### src/rtl/serial_max_sched_pkg.sv
// Shared definitions for the serial running-max scheduler: FSM encodings
// and the state type used by the debug port.
package serial_max_sched_pkg;

  typedef logic [1:0] state_t;

  localparam state_t S_IDLE = 2'd0;
  localparam state_t S_RUN  = 2'd1;
  localparam state_t S_DONE = 2'd2;

endpackage

### src/rtl/serial_max_core.sv
// Running signed maximum. clr reloads the most negative value; an enabled
// sample strictly greater than the current max replaces it. upd flags that
// replacement in the same cycle so the caller can capture the index.
module serial_max_core #(
  parameter int WIDTH = 4
) (
  input  logic                    clk,
  input  logic                    rst,
  input  logic                    clr,
  input  logic                    en,
  input  logic signed [WIDTH-1:0] in,
  output logic signed [WIDTH-1:0] max,
  output logic                    upd
);

  localparam logic signed [WIDTH-1:0] MIN = {1'b1, {(WIDTH-1){1'b0}}};

  logic signed [WIDTH-1:0] max_q;

  // Strict compare: ties keep the earlier maximum.
  assign upd = en && ($signed(in) > $signed(max_q));
  assign max = max_q;

  // Max register: clear on frame start, load on a strictly larger sample.
  always_ff @(posedge clk or negedge rst) begin
    if (!rst) begin
      max_q <= MIN;
    end else if (clr) begin
      max_q <= MIN;
    end else if (upd) begin
      max_q <= in;
    end
  end

endmodule

### src/rtl/serial_max_sched.sv
// Frame scheduler around serial_max_core. A start in IDLE with a legal
// length opens a frame; exactly len samples are pulled, then {max, arg} is
// held until the consumer takes it.
//
// Handshakes: a transfer happens on a rising edge where valid and ready are
// both high. in_ready is high exactly in RUN, out_valid exactly in DONE;
// both decode from the registered state, so neither depends combinationally
// on the opposite side's valid/ready. Once out_valid rises, max and arg hold
// until the edge that sees out_ready high.
module serial_max_sched
  import serial_max_sched_pkg::*;
#(
  parameter int WIDTH   = 4,
  parameter int MAX_LEN = 16,
  parameter int LEN_W   = $clog2(MAX_LEN + 1),
  parameter int IDX_W   = (MAX_LEN > 1) ? $clog2(MAX_LEN) : 1
) (
  input  logic                    clk,
  input  logic                    rst,
  input  logic                    start,
  input  logic [LEN_W-1:0]        len,
  output logic                    err,
  output logic                    busy,
  input  logic                    in_valid,
  output logic                    in_ready,
  input  logic signed [WIDTH-1:0] in,
  output logic                    out_valid,
  input  logic                    out_ready,
  output logic signed [WIDTH-1:0] max,
  output logic [IDX_W-1:0]        arg,
  output logic [1:0]              dbg_state
);

  localparam logic [LEN_W-1:0] MAX_LEN_L = LEN_W'(MAX_LEN);

  state_t           state_q, state_d;
  logic [IDX_W-1:0] idx_q;
  logic [LEN_W-1:0] len_q;
  logic [IDX_W-1:0] arg_q;
  logic             err_q;

  logic is_idle, is_run, is_done;
  logic len_ok, start_ok, beat, last_beat, upd;

  assign is_idle = (state_q == S_IDLE);
  assign is_run  = (state_q == S_RUN);
  assign is_done = (state_q == S_DONE);

  assign len_ok    = (len != '0) && (len <= MAX_LEN_L);
  assign start_ok  = is_idle && start && len_ok;
  assign beat      = is_run && in_valid;
  assign last_beat = beat && (LEN_W'(idx_q) == (len_q - LEN_W'(1)));

  assign in_ready  = is_run;
  assign out_valid = is_done;
  assign busy      = is_run || is_done;
  assign err       = err_q;
  assign arg       = arg_q;
  assign dbg_state = state_q;

  serial_max_core #(
    .WIDTH(WIDTH)
  ) u_core (
    .clk (clk),
    .rst (rst),
    .clr (start_ok),
    .en  (beat),
    .in  (in),
    .max (max),
    .upd (upd)
  );

  // Next-state logic for IDLE -> RUN -> DONE -> IDLE.
  always_comb begin
    state_d = state_q;
    case (state_q)
      S_IDLE:  if (start_ok) state_d = S_RUN;
      S_RUN:   if (last_beat) state_d = S_DONE;
      S_DONE:  if (out_ready) state_d = S_IDLE;
      default: state_d = S_IDLE;
    endcase
  end

  // State register.
  always_ff @(posedge clk or negedge rst) begin
    if (!rst) begin
      state_q <= S_IDLE;
    end else begin
      state_q <= state_d;
    end
  end

  // Frame length and sample index; idx stops at len_q-1 so it never wraps.
  always_ff @(posedge clk or negedge rst) begin
    if (!rst) begin
      len_q <= '0;
      idx_q <= '0;
    end else if (start_ok) begin
      len_q <= len;
      idx_q <= '0;
    end else if (beat && !last_beat) begin
      idx_q <= idx_q + IDX_W'(1);
    end
  end

  // Index of the first occurrence of the maximum.
  always_ff @(posedge clk or negedge rst) begin
    if (!rst) begin
      arg_q <= '0;
    end else if (start_ok) begin
      arg_q <= '0;
    end else if (upd) begin
      arg_q <= idx_q;
    end
  end

  // One-cycle error pulse for a start with an illegal length in IDLE.
  always_ff @(posedge clk or negedge rst) begin
    if (!rst) begin
      err_q <= 1'b0;
    end else begin
      err_q <= is_idle && start && !len_ok;
    end
  end

endmodule
### config.mk
export PLATFORM = sky130hd
export DESIGN_NAME = serial_max_sched
export DESIGN_NICKNAME = d
export VERILOG_FILES = /design/src/rtl/serial_max_sched_pkg.sv /design/src/rtl/serial_max_core.sv /design/src/rtl/serial_max_sched.sv
export SDC_FILE = /design/constraint.sdc
export NUM_CORES = 1
export LEC_CHECK = 0
export ABC_AREA = 1
export BUFFER_PORTS_ARGS = -buffer_cell sky130_fd_sc_hd__buf_2
export CAP_MARGIN = 20
export CORE_MARGIN = 4
export CORE_UTILIZATION = 49
export CTS_CLUSTER_SIZE = 28
export DETAILED_ROUTE_END_ITERATION = 10
export PLACE_DENSITY = 0.81
export REMOVE_ABC_BUFFERS = 1
export SKIP_LAST_GASP = 1
export SYNTH_ARGS = -nofsm -noshare
export SYNTH_HDL_FRONTEND = slang
export SYNTH_HIERARCHICAL = 1
export SYNTH_SLANG_ARGS = --single-unit
### constraint.sdc
create_clock -name clk -period 1.7 [get_ports clk]
set_input_delay 0.17 -clock clk [delete_from_list [all_inputs] [get_ports clk]]
set_output_delay 0.17 -clock clk [all_outputs]
set_load 0.02 [all_outputs]
# Word level (Yosys, flattened, before mapping)
# Index checks and enable logic that the tools add are counted.
[word_totals] ff_bits=20 in_bits=14 out_inout_bits=14 wordCells=42
[op_classes] add_sub_neg=2 magnitude_cmp=2 eq_ne=6 n_mux=10 reduce_logical=16
[ops] cell="$mux W4" count=6
[ops] cell="$logic_and A1 B1 Y1" count=8
[ops] cell="$mux W2" count=3
[ops] cell="$pmux W2 S3" count=1
[ops] cell="$eq A4 B5 Y1" count=1
[ops] cell="$le A5 B5 Y1 const B" count=1
[ops] cell="$reduce_bool A5 Y1" count=1
[ops] cell="$sub A5 B1 Y5 const B" count=1
[ops] cell="$add A4 B1 Y4 const B" count=1
[ops] cell="$gt A4 B4 Y1" count=1
[ops] cell="$ne A2 B1 Y1 const B" count=2
[ops] cell="$reduce_bool A2 Y1" count=2
[ops] cell="$reduce_and A3 Y1" count=1
[ops] cell="$eq A2 B1 Y1 const B" count=1
[ops] cell="$eq A2 B2 Y1 const B" count=1
[ops] cell="$logic_not A1 Y1" count=2
[ops] cell="$logic_not A2 Y1" count=1
[ops] cell="$ne A2 B2 Y1 const B" count=1
[ops] cell="$logic_or A1 B1 Y1" count=1

# Longest topological paths before layout
# Gate-level depths: netlist of the first run.
[logic_depth] depth_word=7 depth_mapped=14 depth_no_buf=14

# Modules after synthesis
# Netlist of the first run, hierarchy kept.
[by_module_without_submodules] mod="serial_max_sched" n_inst=1 cells_per_inst=134 area_per_inst_um2=1041.0 seq_area_each_um2=400.4
[by_module_without_submodules] mod="serial_max_core" n_inst=1 cells_per_inst=39 area_per_inst_um2=320.3 seq_area_each_um2=101.3

# Worst setup path before layout of the first run
# No wires, ideal clock.
[synth_timing] kind="reg2reg" start="register state_q[1] (netlist: dbg_state[1])" end="register arg_q[0] (netlist: arg[0])" setup_ns=0.119 t_arrival_ns=1.973 required_ns=1.581 slack_ns=-0.392 stages_incl_launch_ff=13 path_buffers=0 synth_period_minus_slack_ns=2.092 cell_sequence="dfrtp_1 inv_1 ha_1 nand2_1 inv_1 a21boi_2 nand2_4 inv_1 inv_1 nand2_4 nor2_1 a31oi_1 inv_1"
[synth_between] elab_chain_len=4 word_cells_on_any_way=8 cone_classes="eq/ne (1); mux (1); reduce/logical (6)"
[synth_rtl] element="start, declared" line="serial_max_sched.sv:36" source="state_t state_q, state_d;"
[synth_rtl] element="start signal, assigned" line="serial_max_sched.sv:89" source="state_q <= state_d;"
[synth_rtl] element="$eq A2 B1 Y1" line="serial_max_sched.sv:46" source="assign is_run = (state_q == S_RUN);"
[synth_rtl] element="net in_ready" line="serial_max_sched.sv:25" source="output logic in_ready,"
[synth_rtl] element="$logic_and A1 B1 Y1" line="serial_max_sched.sv:51" source="assign beat = is_run && in_valid;"
[synth_rtl] element="net beat" line="serial_max_sched.sv:43" source="logic len_ok, start_ok, beat, last_beat, upd;"
[synth_rtl] element="$logic_and A1 B1 Y1" line="serial_max_core.sv:21" source="assign upd = en && ($signed(in) > $signed(max_q));"
[synth_rtl] element="net upd" line="serial_max_sched.sv:43"
[synth_rtl] element="$reduce_bool A2 Y1 (no source line)"
[synth_rtl] element="end signal, assigned" line="serial_max_sched.sv:113" source="arg_q <= idx_q;"
[synth_rtl] element="end, declared" line="serial_max_sched.sv:39" source="logic [IDX_W-1:0] arg_q;"
# The timed path passes the listed nets, and every way through them passes these cells.
# A chain may end at the register's enable or synchronous reset.

# Worst setup path after layout of the first run
[layout_timing] start="register u_core.max_q[3] (netlist: u_core/max[3])" end="register u_core.max_q[2] (netlist: u_core/max[2])"
[layout_between] elab_chain_len=3
[layout_rtl] element="start, declared" line="serial_max_core.sv:18" source="logic signed [WIDTH-1:0] max_q;"
[layout_rtl] element="start signal, assigned" line="serial_max_core.sv:31" source="max_q <= in;"
[layout_rtl] element="$gt A4 B4 Y1" line="serial_max_core.sv:21"
[layout_rtl] element="$logic_and A1 B1 Y1" line="serial_max_core.sv:21"
[layout_rtl] element="$reduce_bool A2 Y1 (no source line)"
# Every way passes these cells.

==> results of run 1 <==
[cells by family after synthesis]
group                      count (synthesis)
xor gates and xnor gates                   3
DFF                                       20
and+or+nand+nor                           88
buffers and inverters                     38
adders and majority gates                 10
AOI/OAI and AO/OA                         14
[where the power goes]
| group | leakage [nW] | total [mW] | switching (mW) | internal, mW |
|---|---|---|---|---|
| combinational | 0.731 | 2.09 | 1.16 | 0.928 |
| sequential | 0.260 | 0.850 | 0.187 | 0.663 |
| clock | 0.0210 | 0.278 | 0.148 | 0.131 |
[cells in the final DEF (no fill, tap or decap), types with 3 or more instances in the layout]
cell / synthesis / layout
a21oi_1: 3 / 3
buf_2: 0 / 28
buf_4: 0 / 22
clkbuf_4: 0 / 3
dfrtp_1: 19 / 19
ha_1: 10 / 5
ha_4: 0 / 4
inv_1: 32 / 23
inv_2: 2 / 10
nand2_1: 32 / 30
nand2_2: 8 / 10
nand3_1: 18 / 18
nand3_2: 3 / 3
nand4_1: 7 / 7
nor2_1: 11 / 8
nor2_2: 2 / 4
o21ai_1: 3 / 3
[final timing paths]
kind	to	slack, ps
setup reg to reg	u_core/max[2]	50
setup / recovery	u_core/max[2]	50
hold reg to reg	len_q[4]	500
min in group asynchronous	u_core/max[0]	330
hold / removal	err	90
max in group asynchronous	u_core/max[3]	1010
[stage by stage]
step	cell area, um2	hold WS, ps	utilization	cells
after floorplan	1339	-125.6	-	171
final	1869	87.33	0.7281	258
after CTS	1664	77.75	0.6481	245
after global placement	1594	139.9	0.6209	239
after global routing	1869	82.71	0.7281	258
after detailed placement	1594	145.5	0.6209	239
[repair_timing]
| action | 4_1_cts | 5_1_grt |
|---|---|---|
| pin swaps | 1 | 14 |
| setup endpoints to repair | 4 | 12 |
| cloned | 0 | 1 |
| hold buffers | 1 | 0 |
| hold endpoints to repair | 19 | 0 |
| resized for setup | 3 | 26 |
| buffers inserted | 1 | 12 |
[per-layer routing]
layer / global-route usage / wire length, um / up-vias
met5: 0 / 0 / -
li1: - / - / 659
met4: 0.07121 / 40 / 0
met1: 0.1713 / 1322 / 607
met2: 0.3069 / 1721 / 37
met3: 0.04043 / 152 / 4
[sequential cells by signal, summed over array words and instances, names as in the netlist]
signal / cells
arg: 4
dbg_state: 2
err: 1
idx_q: 4
len_q: 5
u_core/max: 4
[cell type report]
class / count / area [um2] / area share
tap: 30 / 37.54 / 0.02008
timing repair buffer: 53 / 337.8 / 0.1807
inverter: 36 / 151.4 / 0.08099
clock buffer: 4 / 36.28 / 0.01941
sequential: 20 / 501.7 / 0.2684
multi-input combinational: 115 / 804.5 / 0.4304
[worst max-delay path, delay by kind of cell (launching register included)]
kind	cells	cell delay, ps
and+or+nand+nor	3	200
buffers and inverters	4	370
adders and majority gates	1	270
AOI/OAI and AO/OA	1	160
DFF	1	560
==> impl_metrics.ini, run 1 <==
[sta]
setup_viol = 0
slew_violations = 0
fmax_mhz = 605.5
post-route-period-util = 0.9715
tightest_slew_ps = 472.3
relSlewSlack = 0.6851
setup_ws_ps = 48.39
rsz0062_at_grt = true
finalHoldViolCount = 0
skew_ps = 7.428
tns_ps = 0
period_minus_slack_ps = 1652

[critical_path]
critPathLaunch = u_core/max[3]
worstPathMaxFanout = 5
reg2reg_depth = 9
critPathArrivalTime_ps = 1860
cp-end-kind = register
r2r_start = u_core/max[3]
start_kind = register
critPathSlowestCell = dfstp_2
path_class = reg2reg
worstPathCellList = inv_2, ha_4, inv_2, a21boi_4, nand2_4, buf_4, buf_4, nand3_1, nand2_1
slowest_delay_ps = 560
required_ps = 1910

[grt]
antenna_found_initial = 0
grt_pass1_vias = 1159
track_usage = 0.1638
grt-ovfl-total = 0
grt_max_degree = 21
grt_pass1_wl_um = 4554

[logic_synthesis]
synth_ff_type = dfrtp_1
synth_mux_area_frac = 0
synth_compound_area_frac = 0.06250
synthCells = 173
synth_top_family_by_area = simple AND/OR/NAND/NOR gates
syn_area_per_cell_um2 = 7.869
ys_ff_latch = 20
yosys.area_share.adder = 0.09191
ys_types = 28
synth_edf_count = 0
synth-simple-area-share = 0.3318
synth-xor-area-share = 0.01930
seq_area_frac_synth = 0.3686
synthTopCellsByArea = dfrtp_1 (35%), ha_1 (9.2%), inv_1 (8.8%)
synth_top_area_frac = 0.3493
ys_async_sr_fraction = 1.000
synth.largest_area_cell = dfrtp_1
synthesis.area_um2 = 1361
synth_common_cells = inv_1 (32), nand2_1 (32), dfrtp_1 (19), nand3_1 (18), nor2_1 (11)
yosysWarnings = 6

[die]
fp.dieArea_um2 = 3686
core_area_um2 = 2567
ioPinCount = 28
die_width_um = 60.71
dieHeight_um = 60.71
fp-row-count = 18
start_util = 0.5302

[cts]
clk_pin_slew_ps = 120
clockBufferDepth = 2
cts.sinks = 20
cts_made_buffers = 3
clock-root-buffer = clkbuf_4
htree_levels = 1
cts_tree = built
clock_latency_ps = 300

[min_path]
hold_class = in2reg
min_from = start
hold_depth = 3

[power_and_ir_drop]
power-per-cell-area_nw_per_um2 = 1722
vdd_drop_max_mv = 1.115
power_mw = 3.218
power_leakage_nw = 1.012

[finish]
finalNetCount = 253
num_antenna_cells = 0
drive_gt1_frac = 0.4386
fillers = 207
area_growth_pct = 37.32

[route]
antenna_left = 0
drcViolationCount = 0
wl_per_cell_um = 12.55
wirelength_um = 3237
num_vias = 1307
viasPerCell = 5.066
drtPass1Iterations = 4
drtIter0Drc = 24

[placed_design]
pre_cts_ws_ps = -14.56
dp_hpwl_um = 2113
port_buffers = 27
gp_congestion = 0.7666

[run]
maxCapViolCount = 0

[run_status]
status = completed
(Power assumes the default switching activity.)
==> run 2, diff against run 1 <==
--- a/config.mk
+++ b/config.mk
@@ -8,10 +8,12 @@
 export ABC_AREA = 1
 export BUFFER_PORTS_ARGS = -buffer_cell sky130_fd_sc_hd__buf_2
 export CAP_MARGIN = 20
+export CORE_ASPECT_RATIO = 2
 export CORE_MARGIN = 4
 export CORE_UTILIZATION = 49
 export CTS_CLUSTER_SIZE = 28
 export DETAILED_ROUTE_END_ITERATION = 10
+export MAX_ROUTING_LAYER = met4
 export PLACE_DENSITY = 0.81
 export REMOVE_ABC_BUFFERS = 1
 export SKIP_LAST_GASP = 1
==> impl_metrics.ini, run 2 (synthesis gave the netlist of run 1 again) <==
[run_status]
status = completed

[finish]
finalNetCount = 251
largest_register_ffs = 5
multi_input_area_um2 = 767.0
instances_no_fill = 254
final_cell_mix = nand2_1 (30), buf_2 (27), inv_1 (22), buf_4 (21), dfrtp_1 (19)
postLayoutCoreUtil = 0.7053
layout_commonest_cell = nand2_1
seq_area_um2 = 501.7
num_antenna_cells = 0
drive_gt1_frac = 0.4204
largest-register = len_q
area_growth_pct = 34.83
fillers = 208

[min_path]
min_from = start
hold_class = in2reg

[cts]
htree_levels = 1
clk_pin_slew_ps = 70
clock-root-buffer = clkbuf_8
clockBufferDepth = 2
cts.sinks = 20
cts_made_buffers = 3
cts_tree = built
clock_latency_ps = 260

[sta]
hold_ws_ps = 122.5
rsz0062_at_grt = true
period_minus_slack_ps = 1661
setup_viol = 0
relSlewSlack = 0.6964
skew_ps = 1.075
finalHoldViolCount = 0
fmax_mhz = 601.9
slew_violations = 0
tns_ps = 0
post-route-period-util = 0.9773
tightest_slew_ps = 455.4

[critical_path]
cp_top_family = simple AND/OR/NAND/NOR gates
cp_num_buf_inv = 3
r2r_start = dbg_state[0]
critPathSlowestCell = dfrtp_1
cp-end-kind = register
start_kind = register
required_ps = 1850
worstPathCellList = inv_2, ha_4, nand2_2, nand3b_1, buf_6, nand2_4, nor2_1, a31oi_1, inv_1
path_class = reg2reg
critPathLaunch = dbg_state[0]
critPathArrivalTime_ps = 1820
worstPathMaxFanout = 8
slowest_delay_ps = 430

[die]
dieHeight_um = 82.54
core_area_um2 = 2603
start_util = 0.5231
fp-row-count = 26
die_width_um = 45.27
ioPinCount = 28
fp.dieArea_um2 = 3737

[placed_design]
port_buffers = 27
post-place-cells = 237
gp_congestion = 0.8339
dp_hpwl_um = 2307

[route]
drtIter0Drc = 23
drcViolationCount = 0
num_vias = 1295
wirelength_um = 3144
drtPass1Iterations = 4
wl_per_cell_um = 12.38
antenna_left = 0
viasPerCell = 5.098

[grt]
grt_pass1_vias = 1262
track_usage = 0.1855
antenna_found_initial = 0
grt_max_degree = 21
grt_pass1_wl_um = 4968
grt-ovfl-total = 0

[power_and_ir_drop]
power_leakage_nw = 1.010
vdd_drop_max_mv = 1.276
power-per-cell-area_nw_per_um2 = 1774
power_mw = 3.256

[run]
maxCapViolCount = 0
## run 2: changes by cell type in the layout (fill, tap and decap cells not counted), sizes merged
cell / previous run / this run
buf: 52 / 50
## run 2: through the flow
| step | cell area, um2 | setup slack, ps |
|---|---|---|
| finish | 1836 | 38.52 |
| global route | 1836 | -31.88 |
| CTS | 1703 | 7.870 |
| detailed placement | 1592 | -33.29 |
| global placement | 1592 | 16.22 |
| floorplan | 1339 | -416.6 |
## run 2: path summary, 6_finish.rpt
path | slack (ps) | cells after the start | endpoint
setup / recovery | 40 | 9 | arg[3]
hold / removal | 120 | 3 | err
setup reg to reg | 40 | 9 | arg[3]
hold reg to reg | 520 | 2 | len_q[4]
max in group asynchronous | 980 | 2 | u_core/max[3]
min in group asynchronous | 380 | 2 | dbg_state[1]
## run 2: cell type report
type / instances / area share
clock buffers: 4 / 0.02999
inverters: 36 / 0.08248
multi-input cells: 115 / 0.4179
flip-flops and latches: 20 / 0.2733
well taps: 28 / 0.01909
repair buffers: 51 / 0.1772
## run 2: report_power, final
group	internal (mW)	leakage (nW)	switching [mW]
sequential	0.665	0.260	0.184
combinational	0.918	0.722	1.12
clock	0.207	0.0288	0.163
## run 2: per-layer routing
layer	track usage	vias to the layer above	wire length [um]
met2	0.3537	32	1863
met1	0.1574	595	1048
met5	-	-	0
met4	0.1026	0	80
li1	-	661	-
met3	0.03471	7	152
## run 2: worst min-delay path: stages
cell,delay [ps]
buf_2,100
nand2_2,50
a21oi_1,30
## run 2: what timing repair did
| item | in CTS | in global routing |
|---|---|---|
| setup endpoints to repair | 4 | 13 |
| buffers inserted | 4 | 8 |
| hold buffers | 1 | 0 |
| gates resized for setup | 3 | 21 |
| endpoints found under the hold margin | 19 | 0 |
| pin swaps | 1 | 15 |
